<file path="config.mk">
export PLATFORM = sky130hd
export DESIGN_NAME = clk_div_multi_prog
export DESIGN_NICKNAME = d
export VERILOG_FILES = /design/src/rtl/clk_div_pkg.sv /design/src/rtl/clk_div_chan.sv /design/src/rtl/clk_div_multi_prog.sv
export SDC_FILE = /design/constraint.sdc
export NUM_CORES = 1
export LEC_CHECK = 0
export ABC_AREA = 1
export BUFFER_PORTS_ARGS = -buffer_cell sky130_fd_sc_hd__buf_2
export CAP_MARGIN = 0
export CORE_MARGIN = 2
export CORE_UTILIZATION = 45
export CTS_BUF_LIST = sky130_fd_sc_hd__clkbuf_8 sky130_fd_sc_hd__clkbuf_16
export DETAILED_ROUTE_END_ITERATION = 10
export PLACE_DENSITY_LB_ADDON = 0.12
export SYNTH_ARGS = -nofsm -noshare
export SYNTH_HDL_FRONTEND = slang
export SYNTH_SLANG_ARGS = --single-unit
</file>
<file path="constraint.sdc">
create_clock -name clk_i -period 6.6 [get_ports clk_i]
set_clock_uncertainty 0.1 [all_clocks]
set_input_delay 0.33 -clock clk_i [delete_from_list [all_inputs] [get_ports clk_i]]
set_output_delay 0.33 -clock clk_i [all_outputs]
set_load 0.05 [all_outputs]
</file>
<file path="src/rtl/clk_div_pkg.sv">
`default_nettype none
// ============================================================================
// Module   : clk_div_pkg
// Brief    : Shared constants and helpers for the multi-channel programmable
//            clock divider.
// Revision : 1.0 - initial release
// ============================================================================
package clk_div_pkg;

    // Smallest divisor that produces a running output; anything below disables.
    localparam int DIV_MIN = 2;

    // Width of a channel-select field for n channels (never narrower than 1).
    function automatic int CH_SEL_W(input int n);
        return (n <= 1) ? 1 : $clog2(n);
    endfunction

    // High-phase length of a period: ceil(a/2). Carried at 33 bits so a full
    // 32-bit divisor cannot overflow the +1.
    function automatic logic [32:0] ceil_half(input logic [32:0] a);
        return (a + 33'd1) >> 1;
    endfunction

endpackage
`default_nettype wire

</file>
<file path="src/rtl/clk_div_chan.sv">
`default_nettype none
// ============================================================================
// Module   : clk_div_chan
// Brief    : One divider channel. Holds the shadow divisor, the active
//            divisor, the phase counter and the registered outputs. Divisor
//            changes only land on a period boundary or a sync.
// Revision : 1.0 - initial release
// ============================================================================
module clk_div_chan
    import clk_div_pkg::*;
#(
    parameter int DIV_W       = 8,
    parameter int DEFAULT_DIV = 2
) (
    input  logic             clk_i,
    input  logic             rst_n_i,
    input  logic             we_i,
    input  logic [DIV_W-1:0] div_i,
    input  logic             sync_i,
    output logic             div_o,
    output logic             tick_o,
    output logic             pending_o
);

    localparam logic [DIV_W-1:0] c_default_div = DIV_W'(DEFAULT_DIV);
    localparam logic [DIV_W-1:0] c_div_min     = DIV_W'(DIV_MIN);
    localparam logic [DIV_W-1:0] c_one         = DIV_W'(1);
    // Counter parked on the last phase so the first edge out of reset wraps.
    localparam logic [DIV_W-1:0] c_reset_cnt   =
        (DEFAULT_DIV >= DIV_MIN) ? DIV_W'(DEFAULT_DIV - 1) : '0;

    logic [DIV_W-1:0] r_shadow;
    logic [DIV_W-1:0] r_active;
    logic [DIV_W-1:0] r_cnt;
    logic             r_div;
    logic             r_tick;
    logic             r_pending;

    logic [DIV_W-1:0] w_shadow_eff;
    logic             w_enabled;
    logic             w_wrap;
    logic             w_restart;
    logic [DIV_W-1:0] w_active_nxt;
    logic [DIV_W-1:0] w_cnt_nxt;
    logic             w_run_nxt;
    logic             w_div_nxt;
    logic             w_tick_nxt;

    // Next-state: pick the divisor and phase for the coming cycle.
    always_comb begin
        w_shadow_eff = we_i ? div_i : r_shadow;
        w_enabled    = (r_active >= c_div_min);
        w_wrap       = w_enabled && (r_cnt >= (r_active - c_one));
        w_active_nxt = r_active;
        w_cnt_nxt    = r_cnt + c_one;
        w_restart    = 1'b0;
        if (sync_i) begin
            // Forced boundary; a same-cycle write is taken immediately.
            w_active_nxt = w_shadow_eff;
            w_restart    = 1'b1;
        end else if (!w_enabled) begin
            // Idle channel follows the stored shadow; a newly stored valid
            // divisor therefore starts the channel one edge after the write.
            w_active_nxt = r_shadow;
            w_restart    = 1'b1;
        end else if (w_wrap) begin
            w_active_nxt = w_shadow_eff;
            w_restart    = 1'b1;
        end
        if (w_restart) begin
            w_cnt_nxt = '0;
        end
        w_run_nxt  = (w_active_nxt >= c_div_min);
        w_div_nxt  = w_run_nxt && (33'(w_cnt_nxt) < ceil_half(33'(w_active_nxt)));
        w_tick_nxt = w_run_nxt && (w_cnt_nxt == '0);
    end

    // State and output registers; reset drops outputs asynchronously.
    always_ff @(posedge clk_i or negedge rst_n_i) begin
        if (!rst_n_i) begin
            r_shadow  <= c_default_div;
            r_active  <= c_default_div;
            r_cnt     <= c_reset_cnt;
            r_div     <= 1'b0;
            r_tick    <= 1'b0;
            r_pending <= 1'b0;
        end else begin
            r_shadow  <= w_shadow_eff;
            r_active  <= w_active_nxt;
            r_cnt     <= w_cnt_nxt;
            r_div     <= w_div_nxt;
            r_tick    <= w_tick_nxt;
            r_pending <= (w_shadow_eff != w_active_nxt);
        end
    end

    assign div_o     = r_div;
    assign tick_o    = r_tick;
    assign pending_o = r_pending;

endmodule
`default_nettype wire

</file>
<file path="src/rtl/clk_div_multi_prog.sv">
`default_nettype none
// ============================================================================
// Module   : clk_div_multi_prog
// Brief    : N_CH independent programmable clock dividers with a shared
//            configuration port and a global phase re-alignment strobe.
// Revision : 1.0 - initial release
// ============================================================================
module clk_div_multi_prog
    import clk_div_pkg::*;
#(
    parameter int N_CH        = 4,
    parameter int DIV_W       = 8,
    parameter int DEFAULT_DIV = 2
) (
    input  logic                        clk_i,
    input  logic                        rst_n_i,
    input  logic                        cfg_we_i,
    input  logic [CH_SEL_W(N_CH)-1:0]   cfg_ch_i,
    input  logic [DIV_W-1:0]            cfg_div_i,
    input  logic                        sync_i,
    output logic [N_CH-1:0]             div_o,
    output logic [N_CH-1:0]             tick_o,
    output logic [N_CH-1:0]             pending_o
);

    localparam int c_ch_w = CH_SEL_W(N_CH);

    // Channel selects beyond N_CH-1 match no instance and are dropped.
    for (genvar i = 0; i < N_CH; i++) begin : g_chan
        logic w_we;
        assign w_we = cfg_we_i && (cfg_ch_i == c_ch_w'(i));

        clk_div_chan #(
            .DIV_W       (DIV_W),
            .DEFAULT_DIV (DEFAULT_DIV)
        ) u_chan (
            .clk_i     (clk_i),
            .rst_n_i   (rst_n_i),
            .we_i      (w_we),
            .div_i     (cfg_div_i),
            .sync_i    (sync_i),
            .div_o     (div_o[i]),
            .tick_o    (tick_o[i]),
            .pending_o (pending_o[i])
        );
    end

endmodule
`default_nettype wire
</file>
==> flow_metrics.env <==
export IMPL_htreeDepth=3
export IMPL_drt_vias_per_instance=4.80
export IMPL_rows=51
export IMPL_grt_pass1_vias=7250
export IMPL_cp_common_cell="nand2_1"
export IMPL_rsz0062_at_grt="no"
export IMPL_n_antenna_cell=0
export IMPL_met3_usage_pct=1.92
export IMPL_critPathKind="reg -> reg"
export IMPL_min_period_over_period_pct=67.1
export IMPL_outcome="finished, final reports clean"
export IMPL_dp_hpwl_um=16100
export IMPL_dp_cells=1563
export IMPL_leakagePower_nw=5.34
export IMPL_grt_pass1_wl_um=35000
export IMPL_met1_usage_pct=29.3
export IMPL_drt_wl_total_um=20200
export IMPL_ios=26
export IMPL_crit_family="simple AND/OR/NAND/NOR gates"
export IMPL_cts_repair_resized=0
export IMPL_synth_area_um2=8950
export IMPL_crit_start="g_chan[2].u_chan.r_active[0]$_DFF_PN0_"
export IMPL_grt_max_degree=57
export IMPL_stdcell_count=1580
export IMPL_arrival_ns=4.61
export IMPL_grt_overflow=0
export IMPL_ant_nets=0
export IMPL_dpl_cell_area_um2=9220
export IMPL_clk_latency_ns=0.36
export IMPL_drtIter0Drc=475
export IMPL_hold_ws_ns=0.239
export IMPL_synth_enable_flop_cells=0
export IMPL_fin_crit_ns=4.43
export IMPL_fp_dieArea_um2=21000
export IMPL_ys_async_sr_fraction_pct=100
export IMPL_cts_tree="built"
export IMPL_synthDistinctLibCells=38
export IMPL_utilization_pct=49.0
export IMPL_die_w_um=145
export IMPL_antenna_found_initial=0
export IMPL_cts_sinks=108
export IMPL_drive_above_1_share_pct=11.2
export IMPL_yosysSeqAreaShare_pct=30.4
export IMPL_slew_limit_headroom_pct=48.5
export IMPL_r2r_start="g_chan[2].u_chan.r_active[0]$_DFF_PN0_"
export IMPL_cp_data_required_time_ns=6.78
export IMPL_layout_nets=1404
export IMPL_tightest_slew_ns=0.770
export IMPL_slowest_stage="nor2_1"
export IMPL_final_common_cell="nand2_1"
export IMPL_max_stage_delay_ns=0.56
export IMPL_setup_viol=0
export IMPL_path_clk_slew_ns=0.08
export IMPL_crit_path_max_fanout=12
export IMPL_synth_seq_cells=108
export IMPL_cp_buffers_inverters=1
export IMPL_track_usage_pct=20.2
export IMPL_dp_slack_ns=2.18
export IMPL_endpoint_kind="register"
export IMPL_p_total_mw=2.63
export IMPL_hold_viol=0
export IMPL_hp_class="in -> reg"
export IMPL_clock_fmax_mhz=226
export IMPL_setup_ws_ns=2.17
export IMPL_peakVddDrop_v=0.000138
export IMPL_max_cap_violations=0
export IMPL_crit_chain="inv_1, nand3_1, nor2_1, nand2_1, nor3_1, xnor2_1, ha_1, a21o_1, nor2_1, nand2_1, nand2_1, nand2_1, a21oi_1, ha_1, nand2_1, nor2_1, nand4_1, ha_1, nand2_1, nor2_1, a211oi_1, nand2_1, nor2_1"
export IMPL_mostFrequentLayoutCells="nand2_1, inv_1, nor2_1"
export IMPL_cts_root_buf="clkbuf_16"
export IMPL_io_buffers=25
export IMPL_numCtsBuffers=9
export IMPL_final_area_um2=9530
export IMPL_syn_inst=1299
export IMPL_grt_most_used_layer="met2"
export IMPL_synth_fp_nets=1393
export IMPL_yosysWarnings=0
export IMPL_grt_use_met2_pct=31.9
export IMPL_clock_path_buffers=2
export IMPL_core_um2=19500
export IMPL_synthFlopType="dfrtp_1"
export IMPL_initial_core_util_pct=46.0
export IMPL_start_kind="register"
export IMPL_power_per_cell_area_nw_per_um2=276
export IMPL_syn2layout_area_growth_pct=6.56
export IMPL_final_max_slew_viol_count=0
export IMPL_finalSetupTns_ns=0
export IMPL_place_gp_congestion=0.859
export IMPL_vias=7589
export IMPL_avgSynthCellArea_um2=6.89
export IMPL_die_h_um=145
export IMPL_drc=0
export IMPL_hold_start="cfg_div_i[0]"
export IMPL_first_pass_iters=5
export IMPL_wire_per_inst_um=12.8
layer usage:
| layer | wire [µm] | part of all wire [%] |
|---|---|---|
| met5 | 0 | 0 |
| met4 | 327 | 1.6 |
| met3 | 456 | 2.3 |
| met2 | 8740 | 43 |
| met1 | 10700 | 53 |
cells in the mapped netlist, types with 11 or more instances:
cell | number | share of area, %
dfstp_2 | 12 | 3.5
xor2_1 | 33 | 3.2
buf_4 | 15 | 1.3
inv_1 | 211 | 8.9
o21ai_2 | 22 | 2.2
nor2_1 | 145 | 6.1
nand2_1 | 388 | 16
nand4_1 | 64 | 4.5
nand3_1 | 71 | 4.0
dfrtp_1 | 96 | 27
a21oi_1 | 19 | 1.1
nand2_2 | 15 | 1.0
nor2_2 | 22 | 1.5
ha_1 | 80 | 11
or2_2 | 12 | 0.84
nor3_1 | 11 | 0.62
worst register-to-register path, stage by stage, from the launching register on:
cell	delay, ns
dfrtp_1	0.38
inv_1	0.12
nand3_1	0.12
nor2_1	0.10
nand2_1	0.08
nor3_1	0.18
xnor2_1	0.15
ha_1	0.26
a21o_1	0.18
nor2_1	0.56
nand2_1	0.12
nand2_1	0.08
nand2_1	0.17
a21oi_1	0.37
ha_1	0.30
nand2_1	0.08
nor2_1	0.15
nand4_1	0.10
ha_1	0.30
nand2_1	0.09
nor2_1	0.05
a211oi_1	0.17
nand2_1	0.07
nor2_1	0.10
area by class of cell:
type | count | area (µm²)
clock buffers | 10 | 239
clock inverters | 6 | 62.6
fillers | 1957 | 9930
inverters | 214 | 803
multi-input cells | 950 | 5230
flip-flops and latches | 108 | 2720
well taps | 265 | 332
repair buffers | 27 | 145
where the power goes:
part / internal [mW] / switching [mW]
Sequential: 0.785 / 0.0802
Combinational: 0.401 / 0.803
Clock: 0.305 / 0.258
Total: 1.49 / 1.14
kinds of logic (layout without fill, tap and decap cells):
kind of cell / Yosys count / count (layout) / share of synthesized area, %
AND/OR/NAND/NOR: 758 / 758 / 37.6
buffers and inverters: 241 / 257 / 11.1
flip-flops: 108 / 108 / 30.4
adder cells (fa/ha/maj): 80 / 80 / 11.2
AO/OA/AOI/OAI: 71 / 71 / 5.68
XOR/XNOR: 41 / 41 / 4.01
flip-flops by register name, indices dropped and copies added (netlist names):
signal,count
g_chan.u_chan.r_active,32
g_chan.u_chan.pending_o,4
g_chan.u_chan.r_shadow,32
g_chan.u_chan.tick_o,4
g_chan.u_chan.div_o,4
g_chan.u_chan.r_cnt,32
worst paths after layout:
| path | to | slack, ns | cells past startpoint |
|---|---|---|---|
| worst min register to register | g_chan[0].u_chan.r_shadow[1]$_DFF_PN1_ | 0.41 | 2 |
| min in group asynchronous | g_chan[3].u_chan.r_cnt[2]$_DFF_PN0_ | 0.45 | 2 |
| worst max-delay path | g_chan[2].u_chan.div_o$_DFF_PN0_ | 2.17 | 23 |
| worst min-delay path | g_chan[3].u_chan.r_shadow[0]$_DFF_PN0_ | 0.24 | 3 |
| max in group asynchronous | g_chan[2].u_chan.r_shadow[4]$_DFF_PN0_ | 4.77 | 3 |
| worst max register to register | g_chan[2].u_chan.div_o$_DFF_PN0_ | 2.17 | 23 |
repair_timing:
action	in CTS	in global routing
buffers inserted	0	0
hold endpoints to repair	47	0
hold buffers	1	0
(Power assumes the default switching activity.)
